**config.mk**
```make
export PLATFORM = sky130hd
export DESIGN_NAME = backing_ram_responder
export DESIGN_NICKNAME = d
export VERILOG_FILES = /design/src/rtl/backing_ram_responder_pkg.sv /design/src/rtl/backing_ram_responder_ram_array.sv /design/src/rtl/backing_ram_responder.sv
export SDC_FILE = /design/constraint.sdc
export NUM_CORES = 1
export LEC_CHECK = 0
export ABC_CLOCK_PERIOD_IN_PS = 13600
export BUFFER_PORTS_ARGS = -buffer_cell sky130_fd_sc_hd__clkbuf_2
export CORE_ASPECT_RATIO = 1.4
export CORE_MARGIN = 8
export CORE_UTILIZATION = 50
export CTS_CLUSTER_SIZE = 10
export DETAILED_ROUTE_END_ITERATION = 8
export GPL_ROUTABILITY_DRIVEN = 0
export PLACE_DENSITY_LB_ADDON = 0.05
export SETUP_SLACK_MARGIN = 0.2
export SLEW_MARGIN = 0
export SYNTH_ARGS = -nofsm -noshare
export SYNTH_HDL_FRONTEND = slang
export SYNTH_SLANG_ARGS = --single-unit
export TNS_END_PERCENT = 1
```
**constraint.sdc**
```tcl
create_clock -name CLK -period 13.6 [get_ports CLK]
set_input_delay 4.08 -clock CLK [delete_from_list [all_inputs] [get_ports CLK]]
set_output_delay 4.08 -clock CLK [all_outputs]
set_load 0.1 [all_outputs]
```
**src/rtl/backing_ram_responder_pkg.sv**
```systemverilog
// Shared CPU package: FSM state encoding, RAM-select bit index and default
// response latency used by the backing RAM responder and its RAM array.
package backing_ram_responder_pkg;

  typedef enum logic [1:0] {
    ST_IDLE = 2'd0,
    ST_BUSY = 2'd1,
    ST_RESP = 2'd2
  } state_t;

  // Register-space address bit that selects the RAM window.
  localparam int unsigned RAM_SEL_BIT     = 4;
  localparam int unsigned DEFAULT_LATENCY = 2;
  localparam int unsigned ADDR_W          = 5;
  localparam int unsigned IDX_W           = 4;
  localparam int unsigned DATA_W          = 32;

endpackage

```
**src/rtl/backing_ram_responder_ram_array.sv**
```systemverilog
// ram_array: DEPTH x 32 word store with synchronous write and asynchronous
// read. On reset every word i is loaded with 16+i, the register-space
// address of that word.
//   CLK   - clock
//   RESET - synchronous active-low reset
//   WE    - write enable
//   ADDR  - word index (shared by read and write)
//   WDATA - write data
//   RDATA - combinational read data at ADDR
module ram_array
  import backing_ram_responder_pkg::*;
#(
  parameter int unsigned DEPTH = 16
) (
  input  logic              CLK,
  input  logic              RESET,
  input  logic              WE,
  input  logic [IDX_W-1:0]  ADDR,
  input  logic [DATA_W-1:0] WDATA,
  output logic [DATA_W-1:0] RDATA
);

  logic [DATA_W-1:0] mem [DEPTH];

  always_ff @(posedge CLK) begin
    if (!RESET) begin
      for (int unsigned i = 0; i < DEPTH; i++) begin
        mem[i] <= DATA_W'(16 + i);
      end
    end else if (WE) begin
      mem[ADDR] <= WDATA;
    end
  end

  assign RDATA = mem[ADDR];

endmodule

```
**src/rtl/backing_ram_responder.sv**
```systemverilog
// backing_ram_responder: single-outstanding request/response front end for a
// small RAM window in register space. A request is accepted in IDLE, waits
// LATENCY cycles in BUSY, executes on the final BUSY edge and is presented in
// RESP until consumed. Addresses with bit 4 clear are answered with an error.
//   CLK        - clock
//   RESET      - synchronous active-low reset
//   REQ_VALID  - request present
//   REQ_READY  - responder idle and able to accept
//   REQ_WE     - 1 = write, 0 = read
//   REQ_ADDR   - register-space address (bit 4 selects RAM)
//   REQ_WDATA  - write data
//   RSP_VALID  - response available
//   RSP_READY  - requester consumes response
//   RSP_RDATA  - read data (0 for writes and errors)
//   RSP_ERR    - request addressed non-RAM space
module backing_ram_responder
  import backing_ram_responder_pkg::*;
#(
  parameter int unsigned LATENCY = DEFAULT_LATENCY,
  parameter int unsigned DEPTH   = 16
) (
  input  logic              CLK,
  input  logic              RESET,
  input  logic              REQ_VALID,
  output logic              REQ_READY,
  input  logic              REQ_WE,
  input  logic [ADDR_W-1:0] REQ_ADDR,
  input  logic [DATA_W-1:0] REQ_WDATA,
  output logic              RSP_VALID,
  input  logic              RSP_READY,
  output logic [DATA_W-1:0] RSP_RDATA,
  output logic              RSP_ERR
);

  state_t              state, state_nxt;
  logic [3:0]          cnt;
  logic                cap_we;
  logic [ADDR_W-1:0]   cap_addr;
  logic [DATA_W-1:0]   cap_wdata;
  logic [DATA_W-1:0]   rdata_q;
  logic                err_q;
  logic                execute;
  logic                sel;
  logic                ram_we;
  logic [DATA_W-1:0]   ram_rdata;

  assign sel    = cap_addr[RAM_SEL_BIT];
  assign ram_we = execute & cap_we & sel;

  ram_array #(.DEPTH(DEPTH)) u_ram (
    .CLK   (CLK),
    .RESET (RESET),
    .WE    (ram_we),
    .ADDR  (cap_addr[IDX_W-1:0]),
    .WDATA (cap_wdata),
    .RDATA (ram_rdata)
  );

  always_ff @(posedge CLK) begin
    if (!RESET) state <= ST_IDLE;
    else        state <= state_nxt;
  end

  always_comb begin
    state_nxt = state;
    REQ_READY = 1'b0;
    RSP_VALID = 1'b0;
    RSP_RDATA = '0;
    RSP_ERR   = 1'b0;
    execute   = 1'b0;
    case (state)
      ST_IDLE: begin
        REQ_READY = 1'b1;
        if (REQ_VALID) state_nxt = ST_BUSY;
      end
      ST_BUSY: begin
        if (cnt == 4'd0) begin
          execute   = 1'b1;
          state_nxt = ST_RESP;
        end
      end
      ST_RESP: begin
        RSP_VALID = 1'b1;
        RSP_RDATA = rdata_q;
        RSP_ERR   = err_q;
        if (RSP_READY) state_nxt = ST_IDLE;
      end
      default: state_nxt = ST_IDLE;
    endcase
  end

  // Capture, latency count and response registers. The RAM also resets on
  // RESET=0, so an aborted write can never land.
  always_ff @(posedge CLK) begin
    if (!RESET) begin
      cnt       <= '0;
      cap_we    <= 1'b0;
      cap_addr  <= '0;
      cap_wdata <= '0;
      rdata_q   <= '0;
      err_q     <= 1'b0;
    end else begin
      if (state == ST_IDLE && REQ_VALID) begin
        cap_we    <= REQ_WE;
        cap_addr  <= REQ_ADDR;
        cap_wdata <= REQ_WDATA;
        cnt       <= 4'(LATENCY - 1);
      end
      if (state == ST_BUSY && cnt != 4'd0) begin
        cnt <= cnt - 4'd1;
      end
      if (execute) begin
        rdata_q <= (sel && !cap_we) ? ram_rdata : '0;
        err_q   <= ~sel;
      end
    end
  end

endmodule

```
==> results of run 1 <==
synthesized netlist by cell type, types with 2 or more instances:
library cell  number
buf_1              9
nand4b_1           2
and2_1           499
dfxtp_1           81
o21ai_0           13
nor4_2             4
nor2_1            80
nand2_1           78
mux2i_1           65
inv_1              2
mux4_2           128
nor2b_1            4
edfxtp_1         512
clkbuf_2           2
a21oi_1           40
nand4_1            5
clkbuf_1         122
a211o_1           32
nor3b_2            2
or3_1             33
nand2b_1          24
buf_2             13
nor3_1             3
logic make-up (layout without fill, tap and decap cells):
| logic type | Yosys count | in the layout | synth area share, % |
|---|---|---|---|
| DFF | 593 | 593 | 65.2 |
| and+or+nand+nor | 747 | 747 | 16.7 |
| adders and majority gates | 1 | 1 | 0.0480 |
| AOI/OAI and AO/OA | 87 | 87 | 2.15 |
| muxes | 194 | 194 | 13.6 |
| buffers and inverters | 149 | 242 | 2.22 |
| other | 0 | 1 | 0 |
path summary, 6_finish.rpt:
kind,to
worst min-delay path,rdata_q[17]
worst max-delay path,u_ram.mem[2][22]
worst max register to register,u_ram.mem[4][15]
worst min register to register,rdata_q[17]
per-layer routing:
metal	vias up	share of wire (%)	track usage [%]	routed length [um]
li1	6499	-	-	-
met1	7477	40	28.4	27500
met2	380	52	41.5	36300
met3	85	5.5	4.40	3840
met4	0	2.5	7.78	1740
met5	-	0	0	0
cell type report:
cell class	instances	area, um2
Antenna cell	1	2.50
Clock buffer	122	1970
Clock inverter	6	47.5
Fill cell	4158	22600
Inverter	3	11.3
Multi-Input combinational cell	1029	8680
Sequential cell	593	17000
Tap cell	656	821
Timing Repair Buffer	111	643
critical path: cells and delay by family:
kind / cells / cell delay [ns]
AND/OR/NAND/NOR: 3 / 2.02
buffers and inverters: 2 / 1.11
sequential cells by signal, indices dropped and copies added, names as in the netlist, named ones only:
signal,count
rdata_q,32
state,2
cnt,4
cap_we,1
cap_wdata,32
err_q,1
cap_addr,5
u_ram.mem,512
report_power, final:
part | switching, mW | internal, mW | leakage [nW]
Sequential | 0.0733 | 2.03 | 5.78
Combinational | 0.147 | 0.0967 | 3.58
Clock | 0.719 | 0.980 | 0.959
Total | 0.940 | 3.11 | 10.3
==> out/summary.txt, run 1 <==
die area = 59,800 um2
largest net degree at the start of global routing = 53
Placed Cells = 2,392
area grow syn2layout = 12.0%
CTS Hold Bufs = 0
fmax = 142 MHz
Yosys warnings = 0
register area share after synthesis = 65.2%
post-route ant nets = 0
Worst Tran Pin Value = 1.15 ns
clk_skew = 0.0211 ns
initial antenna violation count = 0
Die Span Y = 286 um
CP max FO = 33
DP Area = 27,200 um2
clock-pin slew on the worst setup and hold paths = 0.05 ns
# rows = 99
CTS resizes = 0
Startpoint Class = primary input
layout cell share with drive strength beyond 1 = 19.3%
vias in the first global route = 15,200
syn avg cell area = 14.7 um2
post-synthesis net count = 1,814
cell taking the most area after synthesis = edfxtp_1
Routed WL per cell = 27.5 um
All-Layer GR Usage = 23.3%
CTS Root Buffer Type = clkbuf_16
Max Cap Viol = 0
post-layout utilization of the core = 56.4%
critical path cell sequence = clkbuf_2 -> nand4b_1 -> nor4_4 -> buf_4 -> nand2b_2
Final Hold Viols = 0
data arrival time of the worst path = 7.28 ns
RSZ-0062 raised after global routing = false
drt total wl = 69,300 um
DRC = 0
synth unique cells = 41
first-pass GRT wire length = 101,000 um
PD cells = 139 nW/um2
Die Wd = 209 um
CP max stage cell = nand2b_2
Cells after Synth = 1,771
Final nets = 1,850
clk buf depth = 3
clock latency on the worst-skew pair = 0.61 ns
Post-Place Setup Slack = 5.90 ns
Max H-tree Level = 3
Pre-antenna DRT Iters = 5
Synth top area share = 59.0%
R2R depth = 6
CP max stage delay = 0.86 ns
I/O Buffers = 76
CP required = 13.82 ns
CP endpoint kind = flip-flop
Total Power = 4.04 mW
CTS Sinks = 593
CTS buffer count = 69
post-route insts no fill = 2,521
worst r2r src = cnt[0]
R2R Setup Slk = 9.74 ns
Async SR Flop Fraction = 0%
Initial Util = 50.3%
I/O pin count = 77
Final Worst Setup Slack = 6.55 ns
leakage power = 10.3 nW
worst hold path type = flip-flop to flip-flop
most common library cell in the layout ignoring fill and taps = edfxtp_1
CTS tree = yes
via count = 14,400
count of final max-slew check failures = 0
core area = 51,800 um2
Final period util = 51.9%
starting DRC count in detailed routing = 1,016
TNS Setup = 0 ns
min cycle time layout = 7.05 ns
design area = 29,200 um2
Seq cells post-synth = 593
status = finished, final reports clean
ys flop type = edfxtp_1
Hold Path Cell Cnt = 1
endpoints failing setup = 0
most frequent cells in the layout = edfxtp_1 (512), and2_1 (498), mux4_2 (128)
critical setup path kind = primary input to flip-flop
detailed placement HPWL = 40,600 um
top post-synthesis cells by area = edfxtp_1 (59%), and2_1 (12%), mux4_2 (11%)
crit path from = RESET
max_slew headroom = 23.3%
GRT overflow = 0
post-CTS setup buffer count = 0
hold wc startpoint = rdata_q[17]
Vias/cell = 5.73
Syn Std Cell Area = 26,000 um2
worst hold slack = 0.451 ns
Post-synth EDFFs = 512
worst vdd ir = 0.0946 mV
(Power assumes the default switching activity.)
==> run 2, diff against run 1 <==
- ABC_AREA: unset -> 1
- ABC_CLOCK_PERIOD_IN_PS: 13600 -> 6700
- clock period: 13.6 -> 6.7 ns (I/O delays scaled with it)
==> out/summary.txt, run 2 <==
Final period util = 65.8%
area occupied by multi-input gates = 7780 um2
top post-synthesis cells by area = edfxtp_1 (56%), nand2_1 (11%), nor2_1 (7.2%)
layout cell share with drive strength beyond 1 = 6.58%
leakage power = 12.3 nW
CTS tree = yes
clk_skew = 0.0216 ns
largest family of logic cells by synthesized area = simple AND/OR/NAND/NOR gates
Startpoint Class = primary input
clock-pin slew on the worst setup and hold paths = 0.05 ns
PD cells = 288 nW/um2
Post-Synth XOR/XNOR Area = 0.0320%
mux contribution to synthesized area = 0%
Vias/cell = 5.31
most common cell in the netlist = nand2_1
synth unique cells = 21
Yosys warnings = 0
critical path cell sequence = clkbuf_2 -> nand4_4 -> nor3_4 -> nand2_1 -> nand2_2
detailed placement HPWL = 49,700 um
Post-synth top cells = nand2_1 (825), nor2_1 (528), edfxtp_1 (512), inv_1 (440), nand3_1 (390)
critical setup path kind = primary input to flip-flop
TNS Setup = 0 ns
number of fill cells = 4,961
adder-cell share of the synthesized area = 0.0457%
CTS Hold Bufs = 0
Final Hold Viols = 0
CTS Root Buffer Type = clkbuf_16
CP endpoint kind = flip-flop
cell taking the most area after synthesis = edfxtp_1
vias in the first global route = 19,900
Die Wd = 214 um
worst vdd ir = 0.205 mV
CTS Sinks = 593
data arrival time of the worst path = 4.63 ns
Initial Util = 50.5%
area grow syn2layout = 9.53%
largest registers = u_ram.mem x512, cap_wdata x32, rdata_q x32
Top reg by flops = u_ram.mem
status = finished, final reports clean
clock latency on the worst-skew pair = 0.61 ns
CTS resizes = 0
worst hold slack = 0.462 ns
I/O pin count = 77
Sequential cell area = 17,000 um2
Worst Tran Pin Value = 1.29 ns
simple-gate share of the synthesized area = 26.1%
endpoints failing setup = 0
I/O Buffers = 76
starting DRC count in detailed routing = 1,872
Antenna Cells = 0
fmax = 227 MHz
Pre-antenna DRT Iters = 6
ys flop type = edfxtp_1
compound-gate portion of the synthesized area = 2.07%
DRC = 0
Die Span Y = 293 um
GRT overflow = 0
syn avg cell area = 8.71 um2
CP max stage cell = nand2_2
RSZ-0062 raised after global routing = false
All-Layer GR Usage = 25.6%
Synth top area share = 56.2%
# rows = 101
Syn Std Cell Area = 27,400 um2
most common library cell in the layout ignoring fill and taps = nand2_1
worst hold path type = flip-flop to flip-flop
drt total wl = 80,200 um
core area = 54,200 um2
most frequent cells in the layout = nand2_1 (807), nor2_1 (527), edfxtp_1 (512)
Max H-tree Level = 3
clk buf depth = 3
CTS buffer count = 69
Max Cap Viol = 0
Final nets = 3,145
Async SR Flop Fraction = 0%
post-route ant nets = 0
max reg flops = 512
CP required = 6.92 ns
Post-synth EDFFs = 512
max_slew headroom = 13.5%
register area share after synthesis = 62.1%
Seq cells post-synth = 593
initial antenna violation count = 0
largest net degree at the start of global routing = 192
count of final max-slew check failures = 0
CP max FO = 32
post-CTS setup buffer count = 0
first-pass GRT wire length = 120,000 um
CP max stage delay = 1.03 ns
post-synthesis net count = 3,188
min cycle time layout = 4.41 ns
Cells after Synth = 3,145
die area = 62,600 um2
via count = 20,500
Routed WL per cell = 20.8 um
-- run 2: cell types whose count changed after synthesis, moves of 24 or more --
cell / previous run / this run
mux4_2: 128 / 0
nand2b_1: 24 / 0
nor2_1: 80 / 528
clkbuf_1: 122 / 152
inv_1: 2 / 440
nand2_1: 78 / 825
and2_1: 499 / 0
a21oi_1: 40 / 72
or3_1: 33 / 0
mux2i_1: 65 / 0
clkinv_1: 1 / 33
a211o_1: 32 / 0
o21ai_0: 13 / 40
nand3_1: 1 / 390
-- run 2: worst paths after layout --
kind	startpoint	to	cells after the start	slack (ns)
max	RESET	u_ram.mem[1][25]	5	2.29
max reg2reg	cnt[0]	u_ram.mem[1][25]	10	2.81
min	rdata_q[23]	rdata_q[23]	2	0.46
min reg2reg	rdata_q[23]	rdata_q[23]	2	0.46
-- run 2: cell type report --
type | instances | area share, %
tap | 721 | 3.01
timing repair buffer | 96 | 1.85
clock buffer | 108 | 6.32
sequential | 593 | 56.7
inverter | 476 | 5.99
clock inverter | 6 | 0.184
multi-input combinational | 1866 | 25.9
-- run 2: cells by family after synthesis --
| logic type | Yosys count |
|---|---|
| xor gates and xnor gates | 1 |
| adders and majority gates | 1 |
| and+or+nand+nor | 1751 |
| DFF | 593 |
| buffers and inverters | 686 |
| AOI/OAI and AO/OA | 113 |
-- run 2: report_power, final --
group / internal (mW) / leakage [nW] / switching [mW] / total (mW)
combinational: 0.219 / 5.61 / 0.807 / 1.03
sequential: 4.13 / 5.78 / 0.0759 / 4.21
clock: 1.94 / 0.934 / 1.47 / 3.40
total: 6.29 / 12.3 / 2.35 / 8.64
-- run 2: critical path: cells and delay by family --
family	cells	cell delay (ns)
buf+inv	1	0.12
simple gates	4	2.45
-- run 2: routing by layer --
| metal | GRT usage [%] | part of all wire [%] | vias to the layer above |
|---|---|---|---|
| li1 | - | - | 9773 |
| met1 | 29.4 | 37 | 9879 |
| met2 | 45.5 | 52 | 704 |
| met3 | 2.69 | 4.9 | 179 |
| met4 | 15.0 | 5.9 | 0 |
| met5 | 0 | 0 | - |
-- run 2: per-stage QoR --
| step | cells | total power [mW] | worst slack, ns | util (%) | area [um2] |
|---|---|---|---|---|---|
| 6_report | 3866 | 8.64 | 2.29 | 55.3 | 30000 |
| 5_1_grt | 3866 | 8.91 | 2.10 | 55.3 | 30000 |
| 4_1_cts | 3866 | 8.68 | 2.23 | 55.3 | 30000 |
| 3_5_place_dp | 3752 | 5.31 | 1.61 | 51.7 | 28000 |
| 3_3_place_gp | 3752 | 5.30 | 1.66 | 51.7 | 28000 |
| 2_1_floorplan | 3145 | 4.90 | 0.981 | - | 27400 |
